## config.mk

```make
export PLATFORM = sky130hd
export DESIGN_NAME = tetris_cmd_feeder
export DESIGN_NICKNAME = d
export VERILOG_FILES = /design/src/rtl/tetris_pkg.sv /design/src/rtl/cmd_fifo.sv /design/src/rtl/tetris_cmd_feeder.sv
export SDC_FILE = /design/constraint.sdc
export NUM_CORES = 1
export LEC_CHECK = 0
export CORE_ASPECT_RATIO = 1.2
export CORE_MARGIN = 1.5
export CORE_UTILIZATION = 50
export CTS_BUF_LIST = sky130_fd_sc_hd__clkbuf_2 sky130_fd_sc_hd__clkbuf_4 sky130_fd_sc_hd__clkbuf_8
export DETAILED_ROUTE_END_ITERATION = 6
export PLACE_DENSITY = 0.69
export SETUP_SLACK_MARGIN = 0.5
export SYNTH_ARGS = -nofsm -noshare
export SYNTH_HDL_FRONTEND = slang
export SYNTH_SLANG_ARGS = --single-unit
```

## constraint.sdc

```tcl
create_clock -name clk -period 8.05 [get_ports clk]
set_input_delay 1.61 -clock clk [delete_from_list [all_inputs] [get_ports clk]]
set_output_delay 1.61 -clock clk [all_outputs]
set_load 0.005 [all_outputs]
```

## src/rtl/tetris_pkg.sv

```systemverilog
// Shared action codes, FSM states and small helpers for the tetris command feeder.
package tetris_pkg;

  localparam int ACT_W = 3;

  localparam logic [ACT_W-1:0] NOP    = 3'd0;
  localparam logic [ACT_W-1:0] LEFT   = 3'd1;
  localparam logic [ACT_W-1:0] RIGHT  = 3'd2;
  localparam logic [ACT_W-1:0] DOWN   = 3'd3;
  localparam logic [ACT_W-1:0] ROTATE = 3'd4;
  localparam logic [ACT_W-1:0] DROP   = 3'd5;

  typedef enum logic [1:0] {
    IDLE  = 2'd0,
    RUN   = 2'd1,
    PAUSE = 2'd2,
    OVER  = 2'd3
  } state_t;

  // Number of simultaneous button requests in a {drop, rot, left, right} vector.
  function automatic logic [2:0] req_count(input logic [3:0] r);
    req_count = {2'b00, r[0]} + {2'b00, r[1]} + {2'b00, r[2]} + {2'b00, r[3]};
  endfunction

endpackage

```

## src/rtl/cmd_fifo.sv

```systemverilog
// Small action FIFO: registered pointers and occupancy, head shown combinationally.
module cmd_fifo #(
  parameter int DEPTH = 8,
  parameter int ACT_W = 3
) (
  input  logic                     clk,
  input  logic                     rst,
  input  logic                     push,
  input  logic [ACT_W-1:0]         din,
  input  logic                     pop,
  output logic [ACT_W-1:0]         dout,
  output logic                     full,
  output logic                     empty,
  output logic [$clog2(DEPTH):0]   fill
);
  import tetris_pkg::*;

  localparam int PW = $clog2(DEPTH);
  localparam logic [PW:0]   FULL_LVL = (PW+1)'(DEPTH);
  localparam logic [PW:0]   FILL_ZERO = (PW+1)'(0);
  localparam logic [PW:0]   FILL_ONE = (PW+1)'(1);
  localparam logic [PW-1:0] PTR_ZERO = PW'(0);
  localparam logic [PW-1:0] PTR_ONE = PW'(1);

  logic [ACT_W-1:0] mem_r [DEPTH];
  logic [PW-1:0]    wr_ptr_r;
  logic [PW-1:0]    rd_ptr_r;
  logic [PW:0]      fill_r;
  logic             do_push_s;
  logic             do_pop_s;

  assign full      = (fill_r == FULL_LVL);
  assign empty     = (fill_r == FILL_ZERO);
  assign fill      = fill_r;
  assign do_pop_s  = pop & ~empty;
  assign do_push_s = push & (~full | do_pop_s);
  // No bypass: a word written this cycle only becomes the head next cycle.
  assign dout      = empty ? NOP : mem_r[rd_ptr_r];

  // Storage array write port
  always_ff @(posedge clk) begin
    if (do_push_s) begin
      mem_r[wr_ptr_r] <= din;
    end
  end

  // Pointer and occupancy bookkeeping; reset discards everything queued
  always_ff @(posedge clk) begin
    if (rst) begin
      wr_ptr_r <= PTR_ZERO;
      rd_ptr_r <= PTR_ZERO;
      fill_r   <= FILL_ZERO;
    end else begin
      if (do_push_s) begin
        wr_ptr_r <= wr_ptr_r + PTR_ONE;
      end
      if (do_pop_s) begin
        rd_ptr_r <= rd_ptr_r + PTR_ONE;
      end
      case ({do_push_s, do_pop_s})
        2'b10:   fill_r <= fill_r + FILL_ONE;
        2'b01:   fill_r <= fill_r - FILL_ONE;
        default: fill_r <= fill_r;
      endcase
    end
  end

endmodule

```

## src/rtl/tetris_cmd_feeder.sv

```systemverilog
// Writer side of the tetris core instruction port: button edges and gravity
// ticks are arbitrated into action codes and queued for the core.
module tetris_cmd_feeder #(
  parameter int DEPTH          = 8,
  parameter int ACT_W          = 3,
  parameter int GRAVITY_PERIOD = 16,
  parameter int CNT_W          = 8
) (
  input  logic                     clk,
  input  logic                     rst,
  input  logic                     btn_left,
  input  logic                     btn_right,
  input  logic                     btn_rot,
  input  logic                     btn_drop,
  input  logic                     run,
  input  logic                     game_over,
  output logic [ACT_W-1:0]         action,
  output logic                     action_valid,
  input  logic                     action_ready,
  output logic [$clog2(DEPTH):0]   fill,
  output logic [CNT_W-1:0]         ovf_cnt
);
  import tetris_pkg::*;

  localparam logic [CNT_W-1:0] GRAV_LAST = CNT_W'(GRAVITY_PERIOD - 1);
  localparam logic [CNT_W-1:0] CNT_ZERO  = {CNT_W{1'b0}};
  localparam logic [CNT_W-1:0] CNT_ONE   = CNT_W'(1);
  localparam logic [CNT_W-1:0] OVF_MAX   = {CNT_W{1'b1}};

  state_t           state_r;
  logic [3:0]       btn_prev_r;
  logic [3:0]       req_r;        // {drop, rot, left, right}
  logic [CNT_W-1:0] grav_cnt_r;
  logic             grav_pend_r;
  logic [CNT_W-1:0] ovf_cnt_r;

  logic             active_s;
  logic             pop_s;
  logic             room_s;
  logic             push_s;
  logic             grav_push_s;
  logic [ACT_W-1:0] push_code_s;
  logic [2:0]       lost_s;
  logic [CNT_W:0]   ovf_sum_s;
  logic             fifo_full_s;
  logic             fifo_empty_s;
  logic             fifo_clr_s;

  // game_over takes the block out of RUN on this very edge, so nothing is queued
  assign active_s     = (state_r == RUN) & ~game_over;
  assign action_valid = (state_r == RUN) & ~fifo_empty_s;
  assign pop_s        = action_valid & action_ready;
  assign room_s       = ~fifo_full_s | pop_s;
  assign fifo_clr_s   = rst | game_over;
  assign ovf_sum_s    = {1'b0, ovf_cnt_r} + {{(CNT_W-2){1'b0}}, lost_s};
  assign ovf_cnt      = ovf_cnt_r;

  // Arbitrate at most one push per cycle and count discarded button requests
  always_comb begin
    push_s      = 1'b0;
    push_code_s = NOP;
    grav_push_s = 1'b0;
    lost_s      = 3'd0;
    if (active_s && room_s) begin
      casez (req_r)
        4'b1???: begin
          push_s      = 1'b1;
          push_code_s = DROP;
          lost_s      = req_count(req_r) - 3'd1;
        end
        4'b01??: begin
          push_s      = 1'b1;
          push_code_s = ROTATE;
          lost_s      = req_count(req_r) - 3'd1;
        end
        4'b001?: begin
          push_s      = 1'b1;
          push_code_s = LEFT;
          lost_s      = req_count(req_r) - 3'd1;
        end
        4'b0001: begin
          push_s      = 1'b1;
          push_code_s = RIGHT;
        end
        default: begin
          if (grav_pend_r) begin
            push_s      = 1'b1;
            push_code_s = DOWN;
            grav_push_s = 1'b1;
          end else begin
            push_s      = 1'b0;
          end
        end
      endcase
    end else if (active_s) begin
      lost_s = req_count(req_r);
    end else begin
      lost_s = 3'd0;
    end
  end

  // Button edge detection: one-cycle request per rising edge
  always_ff @(posedge clk) begin
    if (rst) begin
      btn_prev_r <= 4'b0000;
      req_r      <= 4'b0000;
    end else begin
      btn_prev_r <= {btn_drop, btn_rot, btn_left, btn_right};
      req_r      <= {btn_drop, btn_rot, btn_left, btn_right} & ~btn_prev_r;
    end
  end

  // Gravity timer; a pending DOWN waits until it wins arbitration
  always_ff @(posedge clk) begin
    if (rst) begin
      grav_cnt_r  <= CNT_ZERO;
      grav_pend_r <= 1'b0;
    end else if (active_s) begin
      if (grav_cnt_r == GRAV_LAST) begin
        grav_cnt_r  <= CNT_ZERO;
        grav_pend_r <= 1'b1;
      end else begin
        grav_cnt_r  <= grav_cnt_r + CNT_ONE;
        grav_pend_r <= grav_pend_r & ~grav_push_s;
      end
    end
  end

  // Saturating count of discarded button requests
  always_ff @(posedge clk) begin
    if (rst) begin
      ovf_cnt_r <= CNT_ZERO;
    end else if (ovf_sum_s[CNT_W]) begin
      ovf_cnt_r <= OVF_MAX;
    end else begin
      ovf_cnt_r <= ovf_sum_s[CNT_W-1:0];
    end
  end

  // Game state machine; only reset leaves OVER
  always_ff @(posedge clk) begin
    if (rst) begin
      state_r <= IDLE;
    end else if (game_over) begin
      state_r <= OVER;
    end else begin
      case (state_r)
        IDLE:    state_r <= run ? RUN : IDLE;
        RUN:     state_r <= run ? RUN : PAUSE;
        PAUSE:   state_r <= run ? RUN : PAUSE;
        OVER:    state_r <= OVER;
        default: state_r <= IDLE;
      endcase
    end
  end

  cmd_fifo #(
    .DEPTH (DEPTH),
    .ACT_W (ACT_W)
  ) u_fifo (
    .clk   (clk),
    .rst   (fifo_clr_s),
    .push  (push_s),
    .din   (push_code_s),
    .pop   (pop_s),
    .dout  (action),
    .full  (fifo_full_s),
    .empty (fifo_empty_s),
    .fill  (fill)
  );

endmodule
```

==> implementation parameters, run 1 <==
Parameter                              Value

Synthesis
  Post-Synthesis Net Count    297
  Total of flip-flops plus latches after synthesis    64
  Most used standard cells in the synthesized netlist    40 x dfxtp_1, 35 x nor2_1, 24 x edfxtp_1
  Library cell with the highest instance count after synthesis    dfxtp_1
  Mapped Area    2939 sq um
  Area fraction of the dominant cell type after synthesis    27.25%
  Leading cell types by total area after synthesis    dfxtp_1 27%, edfxtp_1 25%, ha_1 6.8%
  Yosys warning count    0
  Avg Cell Area, Syn    10.89 sq um
  Sequential area share after synthesis    51.77%
  Post-synthesis cell type with the largest combined area    dfxtp_1
  EDFF count, synth    24
  Proportion of register bits with asynchronous set or reset after synthesis    0%
  Instance count of the mapped netlist    270
  Dominant register cell in the synthesized netlist    dfxtp_1
  Number of distinct library cells after synthesis    42

Placed design
  Pre-CTS WS    3.402 ns
  Port bufs    24
  Placed Instance Area    3254 sq um
  Gpl congestion    0.7644
  Detailed-placement wirelength estimate    3569 um

STA
  Minimum clock period    4.356 ns
  Final worst-path cycle share    54.11%
  Count of final setup violators    0
  Worst setup margin    3.694 ns
  Max-slew violation total from the final report    0
  Final number of hold-violating endpoints    0
  Setup repair after global routing missed its margin    no
  Worst clock skew    0.006235 ns
  Total negative slack for setup checks    0 ns
  Actual transition at the worst max-transition pin    1.227 ns
  Worst slew margin relative to its limit    17.45%
  Fmax    229.6 MHz

Cells and area
  Layout cells sized above 1    8.882%
  Area growth, synth to finish    18.86%
  Filler instances    469
  Area taken by multi-input logic gates    1344 sq um
  Post-route standard cell area excluding fillers    3493 sq um
  Area of all sequential standard cells    1521 sq um
  Final net count    326
  Diode count    0
  Fraction of the core area covered by cells at the end of the flow    61.63%

Global route
  Total congestion overflow after global routing    0
  Maximum number of pins on one net before global-route repair    23
  First-pass GRT wire length    8562 um
  Via count of the first global-routing pass    1928
  Global-route usage over all layers    17.58%
  Number of antenna violations at the first check in global routing    0

CTS
  CTS Root Buffer Type    clkbuf_8
  Clock latency reported for the late side of the worst-skew pair    0.33 ns
  Post-CTS setup-driven buffer insertion count    0
  CTS tree    built
  Clock slew at reported path FFs    0.07 ns
  Worst-case clock buffer depth    2
  Hold buffers post-CTS    0
  Deepest level of the CTS H-tree    3
  Clock net sink count    64
  # resized after CTS    0
  Number of buffers created by CTS    9

Route
  First-pass detailed-route iteration total    4
  Average wire per standard cell    12.65 um
  Number of nets with antenna violations after routing    0
  Iteration-0 DRC Markers    94
  Routed via count divided by cell count    5.049
  DRC violation count after routing    0
  Total Wirelength    4857 um
  Total vias in the final route    1939

Critical path
  Worst Path Max Fanout    6
  Startpoint type of the worst setup path    input port
  Cell with the most instances on the worst path    a21oi_1
  Buffers plus inverters on the worst setup path    2
  Crit-path leading delay family    simple AND/OR/NAND/NOR gates
  Endpoint kind of the worst setup timing path    flip-flop
  Cell breakdown of the critical path    clkdlybuf4s50_1 -> a21boi_1 -> and2_1 -> or3_1 -> a21oi_1 -> ha_1 -> inv_1 -> fa_1 -> nor2b_1 -> o2111ai_1 -> or2_2 -> a21oi_1
  CP arrival    4.60 ns
  Required time reported for the critical path endpoint    8.29 ns
  Setup Crit Path Kind    input port to flip-flop
  Master of the slowest instance on the critical path    clkdlybuf4s50_1
  Largest stage delay on the critical path    0.47 ns

Outcome
  Run status    finished clean

Power and ir drop
  Peak ir drop on the vdd network    0.1758 mV
  Total power density per cell area    202.1 nW/um^2
  Leakage power    1.243 nW

Min path
  Type of the tightest min-delay check    flip-flop to flip-flop

Floorplanning
  Die width    72.99 um
  Ports    25
  Initial standard-cell utilization of the core    51.85%
  Floorplan core area    5668 sq um
  Die area    6349 sq um
  Die H    86.99 um
  Std cell rows    30

Job
  Max-cap check violation count    0
[power breakdown]
part           total, mW  leakage, nW  switching, mW  internal [mW]
clock              0.325        0.120          0.117          0.208
combinational     0.0380        0.574         0.0198         0.0182
sequential         0.343        0.549        0.00396          0.339
total              0.706         1.24          0.141          0.565
[metal layers]
layer  part of all wire (%)  GRT usage (%)  vias up
met5                      0              0        -
met4                    2.3          10.63        0
met3                    2.1          3.588       11
met2                     50          29.26       19
met1                     46          20.61      897
li1                       -              -     1012
[worst paths after layout]
path | from | end | slack, ns | depth (start not counted)
max | action_ready | ovf_cnt[0] | 3.69 | 12
min | btn_prev_r[1] | req_r[1] | 0.38 | 1
max reg2reg | req_r[3] | ovf_cnt[0] | 4.43 | 13
min reg2reg | btn_prev_r[1] | req_r[1] | 0.38 | 1
[cell type report]
| type | instances | share of cell area [%] |
|---|---|---|
| Sequential cell | 64 | 43.55 |
| Multi-Input combinational cell | 187 | 38.47 |
| Timing Repair Buffer | 24 | 6.877 |
| Clock buffer | 10 | 3.761 |
| Clock inverter | 6 | 3.080 |
| Tap cell | 80 | 2.865 |
| Inverter | 13 | 1.397 |
[stage by stage]
stage	hold slack, ns	cells	power, mW
floorplan	0.3674	270	0.3745
global placement	0.3741	368	0.3875
detailed placement	0.3782	368	0.3883
CTS	0.3874	384	0.7145
global route	0.3988	384	0.7342
finish	0.3825	384	0.7060
[placed cells by master (no fill, tap or decap), types with 7 or more instances in the layout]
cell type,netlist,layout
dfxtp_1,40,40
clkbuf_8,0,9
nor2_1,35,35
nand2b_1,7,7
inv_1,13,13
clkdlybuf4s50_1,0,24
nand2_1,16,16
o21ai_0,8,8
ha_1,16,16
a21oi_1,20,20
nor2b_1,12,12
xor2_1,8,8
xnor2_1,8,8
edfxtp_1,24,24
[state kept, by name, indices dropped and copies added, names as in the netlist, named ones only]
name             count
ovf_cnt              8
u_fifo.mem_r        24
grav_pend_r          1
req_r                4
u_fifo.wr_ptr_r      3
u_fifo.fill          4
u_fifo.rd_ptr_r      3
state_r              2
btn_prev_r           4
grav_cnt_r           8
[cell families (layout without fill, tap and decap cells)]
logic type,count (synthesis),count (layout),share of synthesized area (%)
fa+ha+maj,18,18,8.174
flops,64,64,51.77
compound gates,43,43,8.983
mux,11,11,6.301
simple gates,99,99,17.50
buf+inv,19,53,2.512
xor+xnor,16,16,4.768
No activity file was read; power rests on OpenSTA's default activity.
==> run 2: changes to the inputs <==
- clock period: 8.05 -> 4.15 ns (I/O delays scaled with it)
==> implementation parameters, run 2 (synthesis gave the netlist of run 1 again) <==
Parameter                              Value

CTS
  CTS tree    built (unchanged)
  Clock latency reported for the late side of the worst-skew pair    0.33 ns (about the same)
  Worst-case clock buffer depth    2 (unchanged)
  Deepest level of the CTS H-tree    3 (unchanged)
  Clock net sink count    64 (unchanged)
  Post-CTS setup-driven buffer insertion count    0 (unchanged)
  CTS Root Buffer Type    clkbuf_8 (unchanged)
  Clock slew at reported path FFs    0.06 ns (was 0.07 ns)
  Number of buffers created by CTS    9 (unchanged)

Route
  DRC violation count after routing    0 (unchanged)
  Routed via count divided by cell count    5.098 (was 5.049)
  Number of nets with antenna violations after routing    0 (unchanged)
  Iteration-0 DRC Markers    86 (was 94)
  Average wire per standard cell    12.40 um (was 12.65 um)
  First-pass detailed-route iteration total    4 (unchanged)
  Total Wirelength    4786 um (was 4857 um)
  Total vias in the final route    1968 (was 1939)

STA
  Final worst-path cycle share    82.81%
  Worst clock skew    0.005241 ns (was 0.006235 ns)
  Actual transition at the worst max-transition pin    0.5199 ns (was 1.227 ns)
  Total negative slack for setup checks    0 ns (unchanged)
  Minimum clock period    3.437 ns
  Count of final setup violators    0 (unchanged)
  Max-slew violation total from the final report    0 (unchanged)
  Worst setup margin    0.7133 ns (was 3.694 ns)
  Final number of hold-violating endpoints    0 (unchanged)
  Fmax    291.0 MHz
  Setup repair after global routing missed its margin    no (unchanged)
  Worst slew margin relative to its limit    65.07% (was 17.45%)

Critical path
  FF-to-FF End    ovf_cnt[0] (unchanged)
  Start of the worst register-to-register path    req_r[3] (unchanged)
  R2R setup slack    0.78 ns (was 4.43 ns)
  Setup Crit Path Kind    input port to flip-flop (unchanged)
  Required time reported for the critical path endpoint    4.41 ns (was 8.29 ns)
  Startpoint type of the worst setup path    input port (unchanged)
  CP arrival    3.69 ns (was 4.60 ns)
  Endpoint kind of the worst setup timing path    flip-flop (unchanged)
  Worst Path Max Fanout    6 (unchanged)
  Number of cell instances on the worst register-to-register path    13 (unchanged)

Min path
  Hold path startpoint    btn_prev_r[1] (unchanged)
  Depth of the worst hold-timing path    1 (unchanged)
  End of the worst hold path    req_r[1] (unchanged)
  Type of the tightest min-delay check    flip-flop to flip-flop (unchanged)

Global route
  Via count of the first global-routing pass    1870 (was 1928)
  First-pass GRT wire length    8362 um (was 8562 um)
  Number of antenna violations at the first check in global routing    0 (unchanged)
  Global-route usage over all layers    17.57% (was 17.58%)
  Maximum number of pins on one net before global-route repair    23 (unchanged)
  Total congestion overflow after global routing    0 (unchanged)

Cells and area
  Final net count    328 (was 326)
  Layout cells sized above 1    10.46% (was 8.882%)
  Leading cell type in the layout, fill and taps excluded    dfxtp_1 (unchanged)
  Filler instances    458 (was 469)
  Flip-flop count of the largest register, all copies and words added    24 (unchanged)
  Area growth, synth to finish    18.22% (was 18.86%)
  Diode count    0 (unchanged)
  Register with the highest flop count    u_fifo.mem_r (unchanged)
  Leading cell types in the layout, fill and taps excluded    38 x dfxtp_1, 35 x nor2_1, 24 x clkdlybuf4s50_1, 24 x edfxtp_1, 20 x a21oi_1 (was 40 x dfxtp_1, 35 x nor2_1, 24 x clkdlybuf4s50_1, 24 x edfxtp_1, 20 x a21oi_1)

Power and ir drop
  Peak ir drop on the vdd network    0.2411 mV (was 0.1758 mV)
  Total power density per cell area    363.3 nW/um^2 (was 202.1 nW/um^2)
  Leakage power    1.243 nW (about the same)

Floorplanning
  Die width    72.99 um (unchanged)
  Initial standard-cell utilization of the core    51.85% (unchanged)
  Die H    86.99 um (unchanged)
  Floorplan core area    5668 sq um (unchanged)
  Ports    25 (unchanged)
  Die area    6349 sq um (unchanged)
  Std cell rows    30 (unchanged)

Placed design
  Gpl congestion    0.7609 (was 0.7644)
  Detailed-placement wirelength estimate    3580 um (was 3569 um)
  Port bufs    24 (unchanged)
  Pre-CTS WS    0.2707 ns (was 3.402 ns)

Outcome
  Run status    finished clean (unchanged)

Job
  Max-cap check violation count    0 (unchanged)
==> run 2: worst max-delay path by stage <==
stage,depth (start not counted),start,slack [ns],end
after global placement,12,action_ready,0.38,ovf_cnt[1]
after CTS,13,req_r[3],0.55,ovf_cnt[0]
after global routing,13,req_r[3],0.54,ovf_cnt[1]
after floorplan,14,req_r[3],0.84,ovf_cnt[0]
after detailed placement,12,action_ready,0.27,ovf_cnt[0]
final,12,action_ready,0.71,ovf_cnt[0]
==> run 2: cell type report <==
class | instances | area (sq um) | share of cell area [%]
multi-input combinational | 187 | 1349 | 38.82
clock inverter | 4 | 45.04 | 1.296
tap | 80 | 100.1 | 2.881
inverter | 13 | 48.80 | 1.404
timing repair buffer | 26 | 255.2 | 7.346
clock buffer | 12 | 152.6 | 4.393
sequential | 64 | 1524 | 43.86
==> run 2: worst max-delay path, stage by stage <==
cell and delay, ns:
clkdlybuf4s50_1 0.47, a21boi_1 0.12, and2_1 0.23, or3_1 0.36
a21oi_1 0.15, ha_1 0.21, inv_1 0.07, fa_1 0.44
nor2b_2 0.17, o2111ai_1 0.16, or2_4 0.32, a21oi_1 0.16
==> run 2: through the flow <==
stage                     total power, mW  std cells  utilization, %  instance area (sq um)  hold WS (ns)
after floorplan                    0.7265        270               -                   2939        0.3674
after global placement             0.7526        370           57.68                   3269        0.3734
after detailed placement           0.7538        370           57.68                   3269        0.3728
after CTS                           1.274        386           61.17                   3467        0.3866
after global routing                1.318        386           61.30                   3475        0.4005
final                               1.262        386           61.30                   3475        0.3804
==> run 2: layer usage <==
metal  vias to the layer above  GRT usage, %  part of all wire [%]
met1                       921         19.62                    44
li1                       1014             -                     -
met2                        25         30.08                    51
met4                         0         10.29                   2.4
met5                         -             0                     0
met3                         8         4.167                   2.3
==> run 2: power by group <==
| group | internal, mW | leakage, nW | switching (mW) | total [mW] |
|---|---|---|---|---|
| clock | 0.304 | 0.107 | 0.218 | 0.522 |
| combinational | 0.0361 | 0.586 | 0.0384 | 0.0745 |
| sequential | 0.658 | 0.550 | 0.00779 | 0.665 |
==> run 2: repair_timing <==
action	in CTS	in global routing
hold buffers	0	0
gates resized for setup	0	4
setup endpoints to repair	0	6
==> run 3: changes to the inputs <==
- clock period: 4.15 -> 3.32 ns (I/O delays scaled with it)
==> implementation parameters, run 3 (synthesis gave the netlist of run 1 again) <==
Parameter                              Value

Placed design
  Gpl congestion    0.7489 (was 0.7609)
  Placed Instance Area    3413 sq um (was 3269 sq um)
  Port bufs    24 (unchanged)
  Detailed-placement wirelength estimate    3857 um (was 3580 um)
  DP Cell Count    378 (was 370)

Global route
  Via count of the first global-routing pass    2070 (was 1870)
  Global-route usage over all layers    19.38% (was 17.57%)
  Number of antenna violations at the first check in global routing    0 (unchanged)
  Maximum number of pins on one net before global-route repair    17 (was 23)
  GR peak layer    met2 (unchanged)
  M3 GR Usage    4.167% (unchanged)
  Met1 layer usage reported by global route    21.01% (was 19.62%)
  Grt met2 use    33.55% (was 30.08%)
  Total congestion overflow after global routing    0 (unchanged)
  First-pass GRT wire length    9170 um (was 8362 um)

Floorplanning
  Die width    72.99 um (unchanged)
  Std cell rows    30 (unchanged)
  Floorplan core area    5668 sq um (unchanged)
  Die H    86.99 um (unchanged)
  Ports    25 (unchanged)
  Die area    6349 sq um (unchanged)
  Initial standard-cell utilization of the core    51.85% (unchanged)

Cells and area
  Post-route standard cell area excluding fillers    3807 sq um (was 3475 sq um)
  Register with the highest flop count    u_fifo.mem_r (unchanged)
  Area growth, synth to finish    29.54% (was 18.22%)
  Flip-flop count of the largest register, all copies and words added    24 (unchanged)
  Final net count    343 (was 328)
  Final standard cell count with taps included and fillers excluded    401 (was 386)
  Area of all sequential standard cells    1531 sq um (was 1524 sq um)
  Layout cells sized above 1    24.92% (was 10.46%)
  Leading cell types in the layout, fill and taps excluded    36 x dfxtp_1, 35 x nor2_1, 24 x clkdlybuf4s50_1, 24 x edfxtp_1, 17 x buf_4 (was 38 x dfxtp_1, 35 x nor2_1, 24 x clkdlybuf4s50_1, 24 x edfxtp_1, 20 x a21oi_1)
  Filler instances    426 (was 458)
  Leading cell type in the layout, fill and taps excluded    dfxtp_1 (unchanged)
  Diode count    0 (unchanged)
  Area taken by multi-input logic gates    1520 sq um (was 1349 sq um)

CTS
  Hold buffers post-CTS    0 (unchanged)
  Worst-case clock buffer depth    2 (unchanged)
  Clock latency reported for the late side of the worst-skew pair    0.35 ns (was 0.33 ns)
  CTS tree    built (unchanged)
  Number of buffers created by CTS    9 (unchanged)
  Clock net sink count    64 (unchanged)
  Deepest level of the CTS H-tree    3 (unchanged)
  CTS Root Buffer Type    clkbuf_8 (unchanged)
  Clock slew at reported path FFs    0.06 ns (about the same)

Route
  Average wire per standard cell    13.49 um (was 12.40 um)
  First-pass detailed-route iteration total    4 (unchanged)
  DRC violation count after routing    0 (unchanged)
  Number of nets with antenna violations after routing    0 (unchanged)
  Total vias in the final route    2075 (was 1968)
  Routed via count divided by cell count    5.175 (was 5.098)
  Total Wirelength    5408 um (was 4786 um)
  Iteration-0 DRC Markers    131 (was 86)

Critical path
  First element of the critical path    req_r[3] (was action_ready)
  Required time reported for the critical path endpoint    3.59 ns (was 4.41 ns)
  CP arrival    3.34 ns (was 3.69 ns)
  Cell breakdown of the critical path    fa_2 -> ha_4 -> or3_4 -> a21oi_2 -> ha_2 -> inv_2 -> fa_2 -> nor2b_4 -> o2111ai_2 -> or2_4 -> a21oi_2 (was clkdlybuf4s50_1 -> a21boi_1 -> and2_1 -> or3_1 -> a21oi_1 -> ha_1 -> inv_1 -> fa_1 -> nor2b_2 -> o2111ai_1 -> or2_4 -> a21oi_1)
  Worst Path Max Fanout    6 (unchanged)
  Master of the slowest instance on the critical path    fa_2 (was clkdlybuf4s50_1)
  R2R setup slack    0.25 ns (was 0.78 ns)
  Largest stage delay on the critical path    0.59 ns (was 0.47 ns)
  Capture point of the critical path    ovf_cnt[5] (was ovf_cnt[0])
  Endpoint kind of the worst setup timing path    flip-flop (unchanged)
  FF-to-FF End    ovf_cnt[5] (was ovf_cnt[0])
  Startpoint type of the worst setup path    flip-flop (was input port)
  Setup Crit Path Kind    flip-flop to flip-flop (was input port to flip-flop)
  Start of the worst register-to-register path    req_r[3] (unchanged)
  Number of cell instances on the worst register-to-register path    11 (was 13)

Min path
  Type of the tightest min-delay check    flip-flop to flip-flop (unchanged)

Outcome
  Run status    finished clean (unchanged)

STA
  Max-slew violation total from the final report    0 (unchanged)
  Final worst-path cycle share    92.53%
  Fmax    325.5 MHz
  Actual transition at the worst max-transition pin    0.6859 ns (was 0.5199 ns)
  Final number of hold-violating endpoints    0 (unchanged)
  Setup repair after global routing missed its margin    yes (was no)
  Worst slew margin relative to its limit    54.13% (was 65.07%)
  Minimum clock period    3.072 ns
  Worst clock skew    0.006942 ns (was 0.005241 ns)
  Count of final setup violators    0 (unchanged)
  Total negative slack for setup checks    0 ns (unchanged)

Job
  Max-cap check violation count    0 (unchanged)

Power and ir drop
  Leakage power    1.348 nW (was 1.243 nW)
  Total power density per cell area    464.0 nW/um^2 (was 363.3 nW/um^2)
  Peak ir drop on the vdd network    0.5027 mV (was 0.2411 mV)
run 3: changes by cell type in the layout (fill, tap and decap cells not counted), moves of 5 or more:
cell / previous run / this run
buf_4: 2 / 17
a21oi_1: 20 / 10
a21oi_2: 0 / 9
ha_1: 16 / 10
ha_4: 0 / 5
run 3: layout make-up:
| cell class | count | share of cell area [%] |
|---|---|---|
| multi-input combinational | 187 | 39.93 |
| inverter | 13 | 1.282 |
| tap | 80 | 2.629 |
| clock inverter | 6 | 2.826 |
| clock buffer | 10 | 3.451 |
| sequential | 64 | 40.22 |
| timing repair buffer | 41 | 9.662 |
run 3: metrics by stage:
step                hold WS, ns  total power, mW  setup WS [ns]  util, %
floorplan                0.3600           0.9219         0.2125        -
global placement         0.3650           0.9609       -0.01120    60.22
detailed placement       0.3749           0.9632       -0.06039    60.22
CTS                      0.3826            1.779         0.2140    66.38
global route             0.3970            1.832         0.1454    67.17
finish                   0.3777            1.766         0.2481    67.17
run 3: worst max-delay path, delay by kind of cell (launching register included):
kind                     cells  cell delay, ns
adder cells (fa/ha/maj)      4            1.38
flip-flops                   1            0.35
AO/OA/AOI/OAI                3            0.42
buffers and inverters        1            0.04
AND/OR/NAND/NOR              3            0.81
run 3: worst min path at each step:
| stage | cells past startpoint | end | slack (ns) | startpoint |
|---|---|---|---|---|
| 3_5_place_dp | 1 | req_r[3] | 0.37 | btn_prev_r[3] |
| 6_report | 1 | req_r[3] | 0.38 | btn_prev_r[3] |
| 5_1_grt | 1 | req_r[3] | 0.40 | btn_prev_r[3] |
| 2_1_floorplan | 1 | req_r[1] | 0.36 | btn_prev_r[1] |
| 3_3_place_gp | 1 | req_r[3] | 0.36 | btn_prev_r[3] |
| 4_1_cts | 1 | req_r[3] | 0.38 | btn_prev_r[3] |
run 3: power by group:
part	total, mW	internal (mW)	leakage (nW)	switching, mW
Sequential	0.830	0.821	0.552	0.00926
Clock	0.802	0.504	0.120	0.298
Combinational	0.134	0.0708	0.677	0.0635
run 3: layer usage:
metal / wire [um] / vias up / part of all wire [%]
li1: - / 1042 / -
met1: 2303 / 976 / 43
met2: 2743 / 39 / 51
met3: 164 / 18 / 3.0
met4: 197 / 0 / 3.6
met5: 0 / - / 0
run 3: repair_timing:
item	in CTS	in global routing
pin swaps	11	8
setup buffers	5	2
gates cloned	0	0
setup endpoints to repair	11	10
gates resized for setup	18	10
